--- src/rtl/genius_pkg.sv ---
// Shared types and constants for the Genius input checker.
package genius_pkg;

    localparam int unsigned BTN_W = 4;

    localparam logic [1:0] FAIL_NONE    = 2'd0;
    localparam logic [1:0] FAIL_WRONG   = 2'd1;
    localparam logic [1:0] FAIL_MULTI   = 2'd2;
    localparam logic [1:0] FAIL_TIMEOUT = 2'd3;

    typedef enum logic [1:0] {
        IDLE,
        WAIT_PRESS,
        WAIT_RELEASE
    } state_e;

    // True when exactly one bit of v is set.
    function automatic logic is_onehot(input logic [BTN_W-1:0] v);
        return (v != '0) && ((v & (v - 1'b1)) == '0);
    endfunction

endpackage

--- src/rtl/genius_btn_sync.sv ---
// Button conditioning: 2-flop synchroniser, optional debouncer, previous-sample flop,
// and press/release/one-hot decode. Debouncer enabled by GENIUS_CHECK_DEBOUNCE_EN.
module genius_btn_sync
    import genius_pkg::*;
#(
    parameter int unsigned DEBOUNCE_CYC = 500000
) (
    input  logic             clk,
    input  logic             rst_n,
    input  logic [BTN_W-1:0] buttons,
    output logic             press,
    output logic             released,
    output logic             onehot,
    output logic [BTN_W-1:0] level
);
    logic [BTN_W-1:0] s1, s2, prev;

    // Two-stage synchroniser for the asynchronous buttons.
    always_ff @(posedge clk or negedge rst_n) begin
        if (!rst_n) begin
            s1 <= '0;
            s2 <= '0;
        end else begin
            s1 <= buttons;
            s2 <= s1;
        end
    end

`ifdef GENIUS_CHECK_DEBOUNCE_EN
    localparam int unsigned CNT_W = $clog2(DEBOUNCE_CYC + 1);
    localparam logic [CNT_W-1:0] CNT_MAX = CNT_W'(DEBOUNCE_CYC);

    logic [BTN_W-1:0] cand, db;
    logic [CNT_W-1:0] cnt, run;

    // Length of the current run of identical s2 values, this cycle included.
    always_comb begin
        run = cnt;
        if (s2 != cand) begin
            run = CNT_W'(1);
        end else if (cnt != CNT_MAX) begin
            run = cnt + 1'b1;
        end
    end

    // Debounced level follows s2 once it has been stable for DEBOUNCE_CYC cycles.
    always_ff @(posedge clk or negedge rst_n) begin
        if (!rst_n) begin
            cand <= '0;
            cnt  <= '0;
            db   <= '0;
        end else begin
            cand <= s2;
            cnt  <= run;
            if (run == CNT_MAX) begin
                db <= s2;
            end
        end
    end

    assign level = db;
`else
    // Parameter kept so both builds share one instantiation.
    if (DEBOUNCE_CYC == 0) begin : g_debounce_unused
    end

    assign level = s2;
`endif

    // Previous sample, so a level held from before start never looks like a new press.
    always_ff @(posedge clk or negedge rst_n) begin
        if (!rst_n) begin
            prev <= '0;
        end else begin
            prev <= level;
        end
    end

    assign press    = (level != '0) && (prev == '0);
    assign released = (level == '0);
    assign onehot   = is_onehot(level);

endmodule

--- config.mk ---
export PLATFORM = sky130hd
export DESIGN_NAME = genius_btn_sync
export DESIGN_NICKNAME = d
export VERILOG_FILES = /design/src/rtl/genius_pkg.sv /design/src/rtl/genius_btn_sync.sv
export SDC_FILE = /design/constraint.sdc
export NUM_CORES = 1
export LEC_CHECK = 0
export ABC_CLOCK_PERIOD_IN_PS = 940
export BUFFER_PORTS_ARGS = -buffer_cell sky130_fd_sc_hd__buf_4
export CAP_MARGIN = 20
export CORE_AREA = 2 2 39 41
export CTS_BUF_LIST = sky130_fd_sc_hd__clkbuf_8
export DETAILED_ROUTE_END_ITERATION = 10
export DIE_AREA = 0 0 41 43
export PLACE_DENSITY = 0.5
export SLEW_MARGIN = 20
export SYNTH_ARGS = -nofsm -noshare
export SYNTH_HDL_FRONTEND = slang
export SYNTH_SLANG_ARGS = --single-unit
--- constraint.sdc ---
create_clock -name clk -period 0.94 [get_ports clk]
set_input_delay 0.094 -clock clk [delete_from_list [all_inputs] [get_ports clk]]
set_output_delay 0.094 -clock clk [all_outputs]
set_load 0.01 [all_outputs]
==> flow_summary.ini, run 1 <==
[worst_setup_path]
timing.setup.critical_path_class = reg2out
cp-start-kind = flop
timing.reg2reg.worst_path_depth = 2
arrival_ns = 1.31
cp_delay_by_family_top = simple AND/OR/NAND/NOR gates
crit_start = prev[1]$_DFF_PN0_
worstPathRequired_ns = 0.85
regToRegStartpoint = level[2]$_DFF_PN0_
count_of_buffer_and_inverter_cells_on_the_critical_path = 1
worstSetupPathDepth = 3
cp_slowest_cell = sky130_fd_sc_hd__or4_4
critical_path.endpoint_type = output port
reg2reg_to = prev[2]$_DFF_PN0_
cp-endpoint = press
max_stage_delay_ns = 0.52
critical_path_peak_fanout = 1
crit_chain = or4_4 > nor2_2 > buf_4
reg2reg_setup_slack_ns = 0.12

[finish]
layout.filler_cells = 119
layout_nets = 56
layout.cells.most_common_list = 10 x sky130_fd_sc_hd__buf_4, 10 x sky130_fd_sc_hd__buf_6, 8 x sky130_fd_sc_hd__dfrtp_1, 5 x sky130_fd_sc_hd__dlygate4sd3_1
multi_input_area_um2 = 90.09
n_antenna_cell = 0
fin_cells = 65
post_route_cells_drive_above_1_share_pct = 67.35
area_overhead_of_the_layout_relative_to_synthesis_pct = 98.60
layout.area.seq_um2 = 305.3

[synth]
post_synthesis_register_bit_count = 12
ys_top_cells_by_area = sky130_fd_sc_hd__dfrtp_1 84%, sky130_fd_sc_hd__nor4b_1 4.9%, sky130_fd_sc_hd__a211o_1 2.5%, sky130_fd_sc_hd__xor2_1 2.5%, sky130_fd_sc_hd__nor2_1 2.1%
synth.yosys.warnings = 0
avg_inst_size_synth_um2 = 17.83
post_synth_num_cell_types = 7
syn-num-nets = 26
yosysSeqAreaShare_pct = 84.21
mappedNetlistArea_um2 = 356.6
post_synthesis_instance_total = 20
proportion_of_netlist_area_held_by_the_largest_area_contributor_pct = 84.21
post-synth-top-area-cell = sky130_fd_sc_hd__dfrtp_1

[power_and_ir_drop]
ir_worst_vdd_uv = 981.4
total_power_mw = 1.249
power.density_nw_per_um2 = 1764
cellLeakagePower_nw = 0.3236

[cts]
cts.root.buffer_cell = sky130_fd_sc_hd__clkbuf_8
path_clk_slew_ns = 0.05
clk-insertion-delay-late_ns = 0.24
ctsLongestPathBuffers = 2
cts_tree = yes
tritoncts_num_sinks = 12
cts_htree_levels = 1
cts_made_buffers = 3

[grt]
overflow = 0
number_of_global_route_vias_before_repair = 300
grt_max_degree = 13
grt_use_total_pct = 10.95
initial_antenna_violation_count = 0
grt_pass1_wl_um = 1200

[route]
drt-total-wl_um = 714
post_drt_via_cell_ratio = 4.262
avgRoutedWirePerCell_um = 10.98
vias = 277
detail-route-antenna-nets = 0
drtPass1Iterations = 4
initialDrtViolationCount = 6
post-route-drc-count = 0

[place]
buffer_ports.inserted = 12
placedCellCount = 52
dp_worst_setup_slack_ns = -0.2344
routabilityCongestion = 0.6426
place_hpwl_um = 515.2

[sta]
max_clock_freq_mhz = 710.5
worst_pin_slew_ns = 0.2415
post-route-period-util_pct = 149.7
final_number_of_setup_violating_endpoints = 7
worst_hold_slack_after_final_layout_ns = 0.2214
tns_ns = -1.765
period_needed_ns = 1.407
post-route-worst-setup-slack_ns = -0.4675
report.final.hold_viol_count = 0
relSlewSlack_pct = 83.78
final.setup_skew_ns = 0.002710
setup_repair_after_global_routing_missed_its_margin = true
slew_violations = 0

[run]
maxCapViolCount = 0

[floorplanning]
rows = 14
floorplan.die_area_um2 = 1763
initial_utilization_pct = 25.77
core_region_area_um2 = 1384
ioPinCount = 13
chipHeight_um = 43
fp.dieW_um = 41

[hold_path]
min_path_type = in2async

[outcome]
status = complete, but fails checks
violations = setup timing
state kept, by name, summed over array words and instances, names as in the netlist:
| name | cells |
|---|---|
| level | 4 |
| prev | 4 |
| s1 | 4 |
worst min path at each step:
stage | startpoint | endpoint | slack, ns
2_1_floorplan | rst_n | level[0]$_DFF_PN0_ | -0.20
3_3_place_gp | rst_n | s1[3]$_DFF_PN0_ | -0.07
3_5_place_dp | rst_n | s1[0]$_DFF_PN0_ | -0.06
4_1_cts | rst_n | s1[0]$_DFF_PN0_ | 0.22
5_1_grt | rst_n | prev[1]$_DFF_PN0_ | 0.25
6_report | rst_n | s1[0]$_DFF_PN0_ | 0.22
worst register-to-register path: cells and delay by family, from the launching register on:
family	cells	cell delay, ns
buf+inv	2	0.26
flops	1	0.46
synth_stat cells:
cell                      number
sky130_fd_sc_hd__a211o_1       1
sky130_fd_sc_hd__xor2_1        1
sky130_fd_sc_hd__or4_1         1
sky130_fd_sc_hd__nor4_1        1
sky130_fd_sc_hd__dfrtp_1      12
sky130_fd_sc_hd__nor2_1        2
sky130_fd_sc_hd__nor4b_1       2
cells by family (layout without fill, tap and decap cells):
kind of cell	after synthesis	count (layout)	share of synthesized area (%)
DFF	12	12	84.21
and+or+nand+nor	6	6	10.88
AOI/OAI and AO/OA	1	1	2.457
xor gates and xnor gates	1	1	2.457
buffers and inverters	0	29	0
stage by stage:
stage | util (%) | instance area (um^2)
after floorplan | - | 379.1
after global placement | 37.52 | 519.2
after detailed placement | 37.52 | 519.2
after CTS | 48.28 | 668.1
after global routing | 51.18 | 708.2
final | 51.18 | 708.2
area by class of cell:
class | instances | area share, %
clock buffers | 4 | 7.774
multi-input cells | 8 | 12.72
flip-flops and latches | 12 | 43.11
well taps | 16 | 2.827
repair buffers | 25 | 33.57
per-layer routing:
layer / up-vias / global-route usage (%) / wire length [um]
li1: 127 / - / -
met1: 136 / 8.904 / 229
met2: 12 / 18.75 / 438
met3: 2 / 3.141 / 38
met4: 0 / 10.00 / 7
met5: - / 0 / 0
where the power goes:
group          internal (mW)  leakage (nW)  switching [mW]  total (mW)
combinational         0.0900         0.159          0.0427       0.133
clock                  0.369        0.0288           0.178       0.547
sequential             0.545         0.136          0.0242       0.570
total                   1.00         0.324           0.245        1.25
timing repair:
item / CTS / global route
endpoints found under the setup margin: 7 / 7
hold buffers: 5 / 0
resized for setup: 9 / 5
endpoints found under the hold margin: 16 / 0
pin swaps: 2 / 1
setup buffers: 1 / 4
No activity file was read; power rests on OpenSTA's default activity.
==> run 2, diff against run 1 <==
- REMOVE_ABC_BUFFERS: unset -> 1
==> run 2 against run 1 <==
Net effect: the run still ends with setup timing left; clock skew about the same; register-to-register slack about the same; power about the same; via count decreased by 1.8%; first-iteration DRC count decreased by 100%; critical endpoint unchanged; largest power group unchanged; highest routed layer unchanged.
==> flow_summary.ini, run 2 (same netlist as run 1, synthesis figures left out) <==
[finish]
area_overhead_of_the_layout_relative_to_synthesis_pct = 93.68
post_route_cells_drive_above_1_share_pct = 61.70
mostFrequentLayoutCell = sky130_fd_sc_hd__buf_6
fin_cells = 63
n_antenna_cell = 0
layout.cells.most_common_list = 11 x sky130_fd_sc_hd__buf_6, 8 x sky130_fd_sc_hd__dfrtp_1, 7 x sky130_fd_sc_hd__buf_4, 5 x sky130_fd_sc_hd__dlygate4sd3_1
layout_nets = 54

[sta]
worst_pin_slew_ns = 0.2093
max_clock_freq_mhz = 699.1
post-route-worst-setup-slack_ns = -0.4905
setup_repair_after_global_routing_missed_its_margin = true
final.setup_skew_ns = 0.002422
post-route-period-util_pct = 152.2
worst_hold_slack_after_final_layout_ns = 0.2174
slew_violations = 0
final_number_of_setup_violating_endpoints = 7
period_needed_ns = 1.430
report.final.hold_viol_count = 0
relSlewSlack_pct = 85.94

[route]
drtPass1Iterations = 1
detail-route-antenna-nets = 0
avgRoutedWirePerCell_um = 10.73
initialDrtViolationCount = 0
post_drt_via_cell_ratio = 4.317
drt-total-wl_um = 676
post-route-drc-count = 0
vias = 272

[grt]
number_of_global_route_vias_before_repair = 270
grt_use_total_pct = 10.03
overflow = 0
initial_antenna_violation_count = 0
grt_pass1_wl_um = 1035
grt_max_degree = 13

[run]
maxCapViolCount = 0

[power_and_ir_drop]
total_power_mw = 1.250
power.density_nw_per_um2 = 1810
cellLeakagePower_nw = 0.3139
ir_worst_vdd_uv = 964.1

[cts]
cts_made_buffers = 3
clk-insertion-delay-late_ns = 0.24
cts.root.buffer_cell = sky130_fd_sc_hd__clkbuf_8
cts_tree = yes
ctsLongestPathBuffers = 2
path_clk_slew_ns = 0.05
tritoncts_num_sinks = 12
cts_htree_levels = 1

[floorplanning]
floorplan.die_area_um2 = 1763
fp.dieW_um = 41
core_region_area_um2 = 1384
rows = 14
ioPinCount = 13
initial_utilization_pct = 25.77
chipHeight_um = 43

[worst_setup_path]
critical_path.endpoint_type = output port
cp-start-kind = flop
reg2reg_setup_slack_ns = 0.13
worstPathRequired_ns = 0.85
timing.setup.critical_path_class = reg2out
arrival_ns = 1.34
critical_path_peak_fanout = 1

[place]
buffer_ports.inserted = 12
place_hpwl_um = 449.5
placedCellCount = 52
routabilityCongestion = 0.6203
dp_worst_setup_slack_ns = -0.2473

[hold_path]
min_path_type = in2async

[outcome]
violations = setup timing
status = complete, but fails checks
[run 2: cell types whose count changed in the layout (fill, tap and decap cells not counted), sizes merged]
cell,change
buf,-2
[run 2: cell type report]
cell class	instances	area (um^2)
repair buffers	23	226.5
clock buffers	4	55.05
well taps	16	20.02
multi-input cells	8	83.83
fillers	130	693.2
flip-flops and latches	12	305.3
[run 2: what timing repair did]
action | 4_1_cts | 5_1_grt
pin swaps | 2 | 1
hold buffers | 5 | 0
buffers inserted | 0 | 2
hold endpoints to repair | 16 | 0
setup endpoints to repair | 7 | 7
gates resized for setup | 16 | 3
[run 2: worst paths after layout]
check	endpoint	depth (start not counted)	startpoint
worst max-delay path	press	3	prev[1]$_DFF_PN0_
worst max register to register	prev[3]$_DFF_PN0_	2	level[3]$_DFF_PN0_
worst min-delay path	s1[2]$_DFF_PN0_	2	rst_n
min in group clk	level[0]$_DFF_PN0_	0	s1[0]$_DFF_PN0_
worst min register to register	level[0]$_DFF_PN0_	0	s1[0]$_DFF_PN0_
max in group asynchronous	level[3]$_DFF_PN0_	2	rst_n
[run 2: per-stage QoR]
stage	TNS, ns	area [um^2]	util (%)
floorplan	-0.4832	356.6	-
global placement	-0.4660	496.7	35.90
detailed placement	-0.5171	496.7	35.90
CTS	-1.625	661.9	47.83
global route	-2.104	690.7	49.91
finish	-1.793	690.7	49.91
[run 2: routing by layer]
layer	track usage, %	wire [um]	share of wire (%)
met1	9.247	222	33
met2	14.69	384	57
met3	4.712	43	6.4
met4	10.00	25	3.7
met5	0	0	0
[run 2: critical path: stages, from the launching register on]
cell and delay (ns):
sky130_fd_sc_hd__dfrtp_1 0.36, sky130_fd_sc_hd__or4_1 0.51, sky130_fd_sc_hd__nor2_1 0.10, sky130_fd_sc_hd__buf_4 0.12
[run 2: where the power goes]
| group | switching (mW) | leakage, nW | total [mW] | internal, mW |
|---|---|---|---|---|
| logic | 0.0388 | 0.149 | 0.125 | 0.0860 |
| clock network | 0.185 | 0.0288 | 0.554 | 0.370 |
| registers | 0.0260 | 0.136 | 0.571 | 0.545 |
| total | 0.249 | 0.314 | 1.25 | 1.00 |
